<file path="src/rtl/vs_fp_div_seq_if.sv">
// Operand/result handshake bundle for the sequential fixed-point divider.
// The master drives operands and out_ready; the slave (divider) drives results, flags and status.
interface vs_fp_div_seq_if #(
    parameter int N = 32
);
    logic         in_valid;
    logic         in_ready;
    logic [N-1:0] a;
    logic [N-1:0] b;
    logic         out_valid;
    logic         out_ready;
    logic [N-1:0] result;
    logic         overflow;
    logic         div_by_zero;
    logic         busy;

    modport master (
        output in_valid, a, b, out_ready,
        input  in_ready, out_valid, result, overflow, div_by_zero, busy
    );

    modport slave (
        input  in_valid, a, b, out_ready,
        output in_ready, out_valid, result, overflow, div_by_zero, busy
    );
endinterface

</file>
<file path="src/rtl/vs_fp_div_seq.sv">
// Signed Q-format restoring divider, one quotient bit per clock; out_valid N+Q+2 edges after accept.
// Result and flags are held in DONE until out_ready; operands are accepted only in IDLE.
module vs_fp_div_seq #(
    parameter int N = 32,
    parameter int Q = 15
) (
    input logic            clock,
    input logic            reset_n,
    vs_fp_div_seq_if.slave bus
);
    localparam int ITER = N + Q;
    localparam int CW   = $clog2(ITER);
    localparam logic [N-1:0] SAT_POS = {1'b0, {(N-1){1'b1}}};
    localparam logic [N-1:0] SAT_NEG = {1'b1, {(N-2){1'b0}}, 1'b1};

    typedef enum logic [1:0] {IDLE, DIVIDE, FIX, DONE} state_t;

    state_t          state_q;
    logic            sign_q;
    logic            a_neg_q;
    logic            dbz_q;
    logic [N-1:0]    mag_b_q;
    logic [N-1:0]    rem_q;
    logic [ITER-1:0] dvd_q;
    logic [CW-1:0]   cnt_q;
    logic [N-1:0]    result_q;
    logic            overflow_q;
    logic            div_by_zero_q;
    logic            out_valid_q;
    logic            in_ready_q;
    logic            busy_q;

    logic [N-1:0]    mag_a;
    logic [N-1:0]    mag_b;
    logic [N:0]      rem_sh;
    logic [N:0]      diff;
    logic            q_bit;
    logic [N-1:0]    rem_d;
    logic            too_big;
    logic [N-1:0]    q_abs;
    logic [N-1:0]    fix_result_d;
    logic            unused_diff_msb;

    // Magnitudes as N-bit unsigned: -2^(N-1) maps exactly onto 2^(N-1).
    always_comb begin
        mag_a = bus.a[N-1] ? -bus.a : bus.a;
        mag_b = bus.b[N-1] ? -bus.b : bus.b;
    end

    always_comb begin
        rem_sh          = {rem_q, dvd_q[ITER-1]};
        diff            = rem_sh - {1'b0, mag_b_q};
        q_bit           = (rem_sh >= {1'b0, mag_b_q});
        rem_d           = q_bit ? diff[N-1:0] : rem_sh[N-1:0];
        unused_diff_msb = diff[N];
    end

    // After DIVIDE the shift register holds the full ITER-bit quotient magnitude.
    always_comb begin
        too_big = |dvd_q[ITER-1:N-1];
        q_abs   = {1'b0, dvd_q[N-2:0]};
        if (dbz_q) begin
            fix_result_d = a_neg_q ? SAT_NEG : SAT_POS;
        end else if (too_big) begin
            fix_result_d = sign_q ? SAT_NEG : SAT_POS;
        end else begin
            fix_result_d = sign_q ? -q_abs : q_abs;
        end
    end

    always_ff @(posedge clock) begin
        if (!reset_n) begin
            state_q       <= IDLE;
            sign_q        <= 1'b0;
            a_neg_q       <= 1'b0;
            dbz_q         <= 1'b0;
            mag_b_q       <= '0;
            rem_q         <= '0;
            dvd_q         <= '0;
            cnt_q         <= '0;
            result_q      <= '0;
            overflow_q    <= 1'b0;
            div_by_zero_q <= 1'b0;
            out_valid_q   <= 1'b0;
            in_ready_q    <= 1'b1;
            busy_q        <= 1'b0;
        end else begin
            case (state_q)
                IDLE: begin
                    if (bus.in_valid && in_ready_q) begin
                        sign_q        <= bus.a[N-1] ^ bus.b[N-1];
                        a_neg_q       <= bus.a[N-1];
                        dbz_q         <= (bus.b == '0);
                        mag_b_q       <= mag_b;
                        dvd_q         <= {mag_a, {Q{1'b0}}};
                        rem_q         <= '0;
                        cnt_q         <= CW'(ITER - 1);
                        overflow_q    <= 1'b0;
                        div_by_zero_q <= 1'b0;
                        in_ready_q    <= 1'b0;
                        busy_q        <= 1'b1;
                        state_q       <= DIVIDE;
                    end
                end
                DIVIDE: begin
                    rem_q <= rem_d;
                    dvd_q <= {dvd_q[ITER-2:0], q_bit};
                    if (cnt_q == '0) begin
                        state_q <= FIX;
                    end else begin
                        cnt_q <= cnt_q - 1'b1;
                    end
                end
                FIX: begin
                    result_q      <= fix_result_d;
                    div_by_zero_q <= dbz_q;
                    overflow_q    <= !dbz_q && too_big;
                    state_q       <= DONE;
                end
                DONE: begin
                    // out_valid trails the result register by one edge.
                    if (!out_valid_q) begin
                        out_valid_q <= 1'b1;
                    end else if (bus.out_ready) begin
                        out_valid_q <= 1'b0;
                        in_ready_q  <= 1'b1;
                        busy_q      <= 1'b0;
                        state_q     <= IDLE;
                    end
                end
                default: state_q <= IDLE;
            endcase
        end
    end

    assign bus.in_ready    = in_ready_q;
    assign bus.out_valid   = out_valid_q;
    assign bus.result      = result_q;
    assign bus.overflow    = overflow_q;
    assign bus.div_by_zero = div_by_zero_q;
    assign bus.busy        = busy_q;
endmodule

</file>
<file path="src/flat_wrapper.sv">
// flat-port wrapper written by rule: the top's interface ports become plain ports
module vs_fp_div_seq_flat 
#(
    parameter int N = 32,
    parameter int Q = 15
)
  (clock, reset_n, bus_in_valid, bus_a, bus_b, bus_out_ready, bus_in_ready, bus_out_valid, bus_result, bus_overflow, bus_div_by_zero, bus_busy);
  vs_fp_div_seq_if #(.N(N)) bus_i ();
  input logic clock;
  input logic reset_n;
  input wire logic [$bits(bus_i.in_valid)-1:0] bus_in_valid;
  input wire logic [$bits(bus_i.a)-1:0] bus_a;
  input wire logic [$bits(bus_i.b)-1:0] bus_b;
  input wire logic [$bits(bus_i.out_ready)-1:0] bus_out_ready;
  output wire logic [$bits(bus_i.in_ready)-1:0] bus_in_ready;
  output wire logic [$bits(bus_i.out_valid)-1:0] bus_out_valid;
  output wire logic [$bits(bus_i.result)-1:0] bus_result;
  output wire logic [$bits(bus_i.overflow)-1:0] bus_overflow;
  output wire logic [$bits(bus_i.div_by_zero)-1:0] bus_div_by_zero;
  output wire logic [$bits(bus_i.busy)-1:0] bus_busy;
  assign bus_i.in_valid = bus_in_valid;
  assign bus_i.a = bus_a;
  assign bus_i.b = bus_b;
  assign bus_i.out_ready = bus_out_ready;
  assign bus_in_ready = bus_i.in_ready;
  assign bus_out_valid = bus_i.out_valid;
  assign bus_result = bus_i.result;
  assign bus_overflow = bus_i.overflow;
  assign bus_div_by_zero = bus_i.div_by_zero;
  assign bus_busy = bus_i.busy;
  vs_fp_div_seq #(.N(N), .Q(Q)) u_core (.clock(clock), .reset_n(reset_n), .bus(bus_i));
endmodule
</file>
<file path="config.mk">
export PLATFORM = sky130hd
export DESIGN_NAME = vs_fp_div_seq_flat
export DESIGN_NICKNAME = d
export VERILOG_FILES = /design/src/rtl/vs_fp_div_seq_if.sv /design/src/rtl/vs_fp_div_seq.sv /design/src/flat_wrapper.sv
export SDC_FILE = /design/constraint.sdc
export NUM_CORES = 1
export LEC_CHECK = 0
export ABC_AREA = 1
export BUFFER_PORTS_ARGS = -buffer_cell sky130_fd_sc_hd__clkbuf_2
export CAP_MARGIN = 0
export CORE_MARGIN = 2
export CORE_UTILIZATION = 41
export DETAILED_ROUTE_END_ITERATION = 10
export GPL_TIMING_DRIVEN = 0
export PLACE_DENSITY = 0.66
export SLEW_MARGIN = 30
export SYNTH_ARGS = -nofsm -noshare
export SYNTH_HDL_FRONTEND = slang
export SYNTH_SLANG_ARGS = --single-unit
</file>
<file path="constraint.sdc">
create_clock -name clock -period 2.91 [get_ports clock]
set_clock_uncertainty 0.1 [all_clocks]
set_input_delay 0.582 -clock clock [delete_from_list [all_inputs] [get_ports clock]]
set_output_delay 0.582 -clock clock [all_outputs]
set_load 0.005 [all_outputs]
</file>
==> results of run 1 <==
[kinds of logic after synthesis]
| family | count (synthesis) | share of synthesized area [%] |
|---|---|---|
| AND/OR/NAND/NOR | 971 | 35.2 |
| AO/OA/AOI/OAI | 390 | 17.4 |
| buffers and inverters | 348 | 11.6 |
| flip-flops | 159 | 26.8 |
| XOR/XNOR | 60 | 4.42 |
| adder cells (fa/ha/maj) | 43 | 4.59 |
[sequential cells by signal (all words and copies together) (netlist names), 2 cells and up]
name	count
u_core.state_q	2
u_core.dvd_q	47
u_core.rem_q	32
u_core.cnt_q	6
u_core.bus.result	32
u_core.mag_b_q	32
[layer usage]
layer	wire [um]	share of wire [%]	vias up	GRT usage (%)
li1	-	-	6594	-
met1	18700	48	5883	36.8
met2	16300	42	479	37.8
met3	2760	7.1	58	3.63
met4	858	2.2	2	7.63
met5	8	0.021	-	0
[how the worst max path moves through the flow]
stage                                   startpoint                               to  slack, ps  cells past startpoint
floorplan                                 bus_b[1]  u_core.mag_b_q[28]$_SDFFE_PN0P_        850                     12
global placement                          bus_b[0]  u_core.mag_b_q[28]$_SDFFE_PN0P_        360                     13
detailed placement                        bus_b[0]  u_core.mag_b_q[28]$_SDFFE_PN0P_        340                     13
CTS                 u_core.state_q[0]$_SDFFE_PN0P_  u_core.mag_b_q[31]$_SDFFE_PN0P_        310                      7
global route        u_core.state_q[0]$_SDFFE_PN0P_   u_core.mag_b_q[2]$_SDFFE_PN0P_        120                      7
finish              u_core.state_q[0]$_SDFFE_PN0P_  u_core.mag_b_q[31]$_SDFFE_PN0P_        270                      7
[tightest hold or removal path: stages]
cell and delay (ps):
clkbuf_2 90, inv_1 70, a21oi_1 110
[metrics by stage]
step | worst slack, ps | total power [mW]
after global placement | 360 | 10.9
after global routing | 123 | 14.6
after floorplan | 848 | 8.75
after CTS | 308 | 13.4
after detailed placement | 338 | 10.9
final | 274 | 13.5
[power groups by stage]
stage / registers [mW] / clock network [mW] / logic, mW
2_1_floorplan: 3.05 / 0 / 5.69
3_3_place_gp: 3.12 / 0 / 7.74
3_5_place_dp: 3.13 / 0 / 7.80
4_1_cts: 3.09 / 2.46 / 7.86
5_1_grt: 3.16 / 2.57 / 8.92
6_report: 3.10 / 2.43 / 7.97
[area by class of cell]
cell class,instances,area [um2]
Clock inverter,12,170
Clock buffer,20,467
Buffer,78,362
Sequential cell,159,3180
Multi-Input combinational cell,1464,7320
Timing Repair Buffer,104,520
Fill cell,3039,15100
Tap cell,384,480
Inverter,270,1010
[placed cells by master, fill, tap and decap left out, types with 3 or more instances in the layout]
cell type | Yosys | final
nand2_2 | 8 | 8
xor2_1 | 42 | 42
nor2_1 | 169 | 169
clkbuf_2 | 0 | 104
o31ai_1 | 3 | 3
ha_1 | 42 | 42
nor2_2 | 7 | 7
inv_6 | 0 | 4
o21ai_0 | 99 | 99
nor4_1 | 4 | 4
o211ai_1 | 15 | 15
buf_2 | 13 | 13
nand3b_1 | 33 | 33
nand4_1 | 24 | 24
a211oi_1 | 3 | 3
o21bai_1 | 4 | 4
dfxtp_1 | 159 | 159
xnor2_1 | 18 | 18
a21oi_1 | 246 | 246
bufinv_16 | 0 | 3
buf_6 | 7 | 7
nand2_1 | 556 | 556
inv_1 | 262 | 262
buf_1 | 4 | 4
a31oi_1 | 4 | 4
nor3_1 | 21 | 21
nand3_1 | 134 | 134
clkbuf_16 | 0 | 17
clkinvlp_4 | 0 | 3
inv_2 | 6 | 6
a21oi_2 | 3 | 3
clkbuf_1 | 54 | 54
o21ai_1 | 6 | 6
clkbuf_8 | 0 | 3
==> impl_metrics.csv, run 1 <==
group,metric,value,unit
outcome,status,"finished, final reports clean",
yosys,synth_common_cells,"556 x nand2_1, 262 x inv_1, 246 x a21oi_1",
floorplan,std_cell_rows,62,
finish,fin_area,13500,um2
clock_tree,cts-root-buf,"clkbuf_16",
worst_setup_path,crit_type,"reg2reg",
floorplan,core_area,28600,um2
routing,ant_nets,0,
placed_design,post-dp-hpwl,30900,um
yosys,synth_edf_count,0,
finish,num_antenna_cells,0,
timing,setup_viol,0,
yosys,ys_types,48,
worst_setup_path,r2r_start,"u_core.state_q[0]$_SDFFE_PN0P_",
power_and_ir_drop,pwr-share-seq,22.9,%
timing,relSlewSlack,52.9,%
timing,hold_violations,0,
worst_setup_path,critical_path_buf_inv_count,4,
finish,final_core_util,47.2,%
power_and_ir_drop,powerDensity,999,nW/um2
clock_tree,path_clk_slew,70,ps
yosys,yosysWarnings,0,
power_and_ir_drop,sw_frac_of_total,49.9,%
worst_setup_path,cp_data_required_time,3100,ps
global_routing,grt_util_all_layers,25.1,%
clock_tree,clock_path_buffers,2,
timing,rsz0062_at_grt,"false",
timing,fmaxAchievable,0.379,GHz
finish,instances_no_fill,2491,
clock_tree,cts_setup_buffers,0,
global_routing,grt_pass1_wl,61100,um
floorplan,initial_core_util,41.5,%
finish,post_route_cells_drive_above_1_share,9.21,%
finish,fin_nets,2205,
global_routing,grt_max_degree,17,
yosys,synth_cells,1971,
placed_design,place_area,12900,um2
yosys,synthArstFlopShare,0,%
routing,wl_per_cell,15.5,um
timing,tightest_slew,707,ps
power_and_ir_drop,leakage,6.38,nW
clock_tree,cts-resized-gates,0,
yosys,syn_nets,2082,
power_and_ir_drop,power.share.clock,18.0,%
floorplan,ios,105,
worst_setup_path,cpPeakStageDelay,590,ps
timing,period_needed,2640,ps
yosys,yosys_register_bits,159,
routing,finalWirelength,38600,um
clock_tree,cts_sinks,159,
yosys,ys_seq_area_share,26.8,%
power_and_ir_drop,combPwrFrac,59.0,%
yosys,synth_ff_type,"dfxtp_1",
worst_setup_path,crit_family,"buffers and inverters",
timing,whs,349,ps
yosys,yosysMostFrequentCell,"nand2_1",
worst_setup_path,critPathArrivalTime,2830,ps
worst_setup_path,cpMaxStageDelayCell,"clkbuf_1",
yosys,synth_area_per_cell,6.03,um2
finish,syn_to_final_growth,13.8,%
global_routing,grt_antenna_before_repair,1,
floorplan,die_area,30400,um2
routing,drt_iter0_markers,1266,
clock_tree,clkLatencyLatePin,440,ps
routing,vias_per_cell,5.23,
yosys,synthTopCellsByArea,"dfxtp_1 27%, nand2_1 18%, a21oi_1 10%",
yosys,yosysTopAreaCell,"dfxtp_1",
placed_design,place_congestion,0.964,
hold_path,min_from,"bus_b[0]",
global_routing,overflow,0,
hold_path,min_path_cells,3,
hold_path,min_path_type,"in2reg",
clock_tree,cts_tree,"done",
timing,min_period_over_period,90.6,%
routing,drc_errors,0,
worst_setup_path,r2r-end,"u_core.mag_b_q[31]$_SDFFE_PN0P_",
clock_tree,cts_buffers,17,
placed_design,dpl.cell_count,2459,
power_and_ir_drop,internal-power,6.77,mW
worst_setup_path,path_cells,"inv_1, ha_1, nand3_2, inv_1, clkbuf_1, clkbuf_1, a21oi_1",
power_and_ir_drop,vdd_drop_max,0.419,mV
global_routing,grt_pass1_vias,11670,
worst_setup_path,end_kind,"flip-flop",
clock_tree,ctsHoldBuffers,0,
routing,routed-via-count,13016,
timing,finalMaxSlewViolations,0,
yosys,syn_area,11900,um2
flow_run,max-cap-violations,0,
floorplan,die_h,174,um
power_and_ir_drop,p_sw,6.74,mW
worst_setup_path,critPathMaxFanout,10,
floorplan,die_w,174,um
routing,drt_first_pass_iters,7,
timing,fin_tns_setup,0,ps
worst_setup_path,start_kind,"flip-flop",
hold_path,whs_endpoint,"u_core.mag_b_q[0]$_SDFFE_PN0P_",
worst_setup_path,rr_worst_depth,7,
yosys,netlist.area_leader.share,26.8,%
placed_design,port_buffers,104,
worst_setup_path,reg2reg_slack,270,ps
clock_tree,cts-htree-levels,4,
No activity file was read; power rests on OpenSTA's default activity.
==> run 2, diff against run 1 <==
Settings changed: PLACE_DENSITY 0.66 to 0.69, REMOVE_ABC_BUFFERS set to 1.
Clock period 2.91 ns to 2.35 ns, I/O delays scaled along.
==> run 2 against run 1 <==
Utilization up 2.6 points. Count of clock-buffer cells in the layout shrank 2. Sequential power rose by 26%. Combinational power up 43%. Via count increased by 0.30%. Cell count is 1.4% lower. Largest power group unchanged. Fmax rose by 16%. Non-clock buffer count down 42. Worst hold slack worse by 150 ps. Total power is 35% higher. Highest routed layer is now met4.
==> impl_metrics.csv, run 2 (synthesized netlist as in run 1, its figures left out) <==
group,metric,value,unit
worst_setup_path,crit_type,"reg2reg",
worst_setup_path,reg2reg_slack,80,ps
clock_tree,cts_buffers,17,
finish,multi_input_area,7960,um2
routing,wl_met1,17300,um
global_routing,grt_antenna_before_repair,0,
finish,syn_to_final_growth,20.0,%
routing,met3RoutedLength,2410,um
power_and_ir_drop,vdd_drop_max,0.644,mV
power_and_ir_drop,powerDensity,1270,nW/um2
timing,fmaxAchievable,0.441,GHz
worst_setup_path,crit_top_cell,"inv_1",
routing,drt_iter0_markers,1225,
finish,num_antenna_cells,0,
global_routing,grt_max_degree,84,
clock_tree,cts-htree-levels,4,
global_routing,grt_pass1_wl,58500,um
timing,setup_viol,0,
routing,vias_per_cell,5.31,
hold_path,min_path_type,"in2reg",
worst_setup_path,critical_path_buf_inv_count,3,
routing,drc_errors,0,
timing,min_period_over_period,96.6,%
outcome,status,"finished, final reports clean",
timing,tightest_slew,911,ps
finish,fin_area,14300,um2
floorplan,std_cell_rows,62,
worst_setup_path,crit_family,"simple AND/OR/NAND/NOR gates",
timing,relSlewSlack,39.2,%
global_routing,grt_pass1_vias,11745,
worst_setup_path,r2r_start,"u_core.mag_b_q[31]$_SDFFE_PN0P_",
finish,regArea,3190,um2
routing,ant_nets,0,
worst_setup_path,path_cells,"inv_1, ha_4, inv_1, nor2_1, nand2_2, nor2_2, nor2_8, buf_12, nand2_8, nand3_1, nand2_1, a21oi_1",
clock_tree,cts_tree,"done",
worst_setup_path,rr_worst_depth,12,
finish,top_register,"u_core.dvd_q",
timing,hold_violations,0,
flow_run,max-cap-violations,0,
routing,routed-via-count,13055,
routing,drt_first_pass_iters,6,
clock_tree,clkLatencyLatePin,440,ps
timing,finalMaxSlewViolations,0,
clock_tree,clock_path_buffers,2,
power_and_ir_drop,leakage,6.52,nW
worst_setup_path,r2r-end,"u_core.rem_q[23]$_SDFFE_PN0P_",
finish,final_core_util,49.8,%
placed_design,place_congestion,0.952,
worst_setup_path,crit_path_start,"u_core.mag_b_q[31]$_SDFFE_PN0P_",
worst_setup_path,cpMaxStageDelayCell,"nor2_2",
global_routing,overflow,0,
worst_setup_path,critPathMaxFanout,5,
placed_design,place_area,12700,um2
finish,fill_cells,2920,
finish,final_cell_mix,"534 x nand2_1, 254 x inv_1, 244 x a21oi_1",
worst_setup_path,end_kind,"flip-flop",
floorplan,core_area,28600,um2
worst_setup_path,endpoint,"u_core.rem_q[23]$_SDFFE_PN0P_",
placed_design,port_buffers,104,
floorplan,ios,105,
floorplan,die_area,30400,um2
placed_design,post-dp-hpwl,25800,um
clock_tree,cts-root-buf,"clkbuf_16",
finish,final_common_cell,"nand2_1",
worst_setup_path,cp_data_required_time,2560,ps
worst_setup_path,critPathArrivalTime,2480,ps
worst_setup_path,crit_cells,12,
routing,wl_met2,17000,um
finish,largest_reg_flops,47,
finish,fin_nets,2171,
power_and_ir_drop,finalPower,18.2,mW
clock_tree,path_clk_slew,70,ps
floorplan,die_w,174,um
finish,post_route_cells_drive_above_1_share,14.5,%
routing,wl_per_cell,15.3,um
routing,finalWirelength,37600,um
timing,period_needed,2270,ps
worst_setup_path,cpPeakStageDelay,360,ps
global_routing,grt_util_all_layers,23.4,%
routing,dr.max_layer_used,"met4",
worst_setup_path,start_kind,"flip-flop",
floorplan,initial_core_util,41.5,%
floorplan,die_h,174,um
clock_tree,cts_sinks,159,
==> run 2: cell types whose count changed in the layout (fill, tap and decap cells not counted), sizes merged <==
| cell | delta |
|---|---|
| buf | +11 |
| bufinv | -2 |
| clkbuf | -55 |
| clkinv | +3 |
| inv | +1 |
| nand2 | +7 |
| nor2 | +1 |
==> run 2: layout make-up <==
| type | instances | share of cell area (%) |
|---|---|---|
| inverters | 270 | 7.26 |
| multi-input cells | 1472 | 55.8 |
| well taps | 384 | 3.37 |
| clock inverters | 14 | 1.17 |
| repair buffers | 140 | 6.94 |
| flip-flops and latches | 159 | 22.4 |
| clock buffers | 18 | 3.08 |
==> run 2: how the worst min path moves through the flow <==
stage,to,from,slack (ps),cells after the start
finish,u_core.mag_b_q[0]$_SDFFE_PN0P_,bus_b[0],200,3
global route,u_core.mag_b_q[0]$_SDFFE_PN0P_,bus_b[0],210,3
CTS,u_core.mag_b_q[0]$_SDFFE_PN0P_,bus_b[0],200,3
detailed placement,u_core.cnt_q[4]$_SDFFE_PN0P_,u_core.cnt_q[4]$_SDFFE_PN0P_,350,1
global placement,u_core.cnt_q[4]$_SDFFE_PN0P_,u_core.cnt_q[4]$_SDFFE_PN0P_,340,1
floorplan,u_core.cnt_q[4]$_SDFFE_PN0P_,u_core.cnt_q[4]$_SDFFE_PN0P_,330,1
==> run 2: report_power, final <==
part           total, mW  switching [mW]  internal, mW  leakage (nW)
clock network       2.90            1.35          1.55         0.291
registers           3.91           0.530          3.38          1.30
logic               11.4            7.26          4.10          4.92
==> run 2: repair_timing <==
| action | CTS | global route |
|---|---|---|
| hold buffers | 0 | 0 |
| gates cloned | 5 | 4 |
| gates resized for setup | 40 | 73 |
| pin swaps | 9 | 18 |
| setup endpoints to repair | 134 | 48 |
| setup buffers | 16 | 13 |
==> run 2: per-stage QoR <==
step	setup WS, ps	TNS, ps	instances	hold WS, ps
floorplan	-1690	-123330	1893	328
global route	-59.7	-503	2457	209
detailed placement	-992	-68540	2387	350
global placement	-3840	-372260	2381	340
finish	80.7	0	2457	199
CTS	-0.291	-0.291	2440	196
==> run 2: worst reg2reg max path, delay by kind of cell (launching register included) <==
kind | cells | cell delay, ps
AND/OR/NAND/NOR | 7 | 1080
flip-flops | 1 | 320
adder cells (fa/ha/maj) | 1 | 290
buffers and inverters | 3 | 290
AO/OA/AOI/OAI | 1 | 60
==> run 2: layer usage <==
| metal | vias up | global-route usage, % |
|---|---|---|
| li1 | 6536 | - |
| met1 | 5986 | 32.0 |
| met2 | 465 | 38.4 |
| met3 | 68 | 2.71 |
| met4 | 0 | 7.04 |
| met5 | - | 0 |
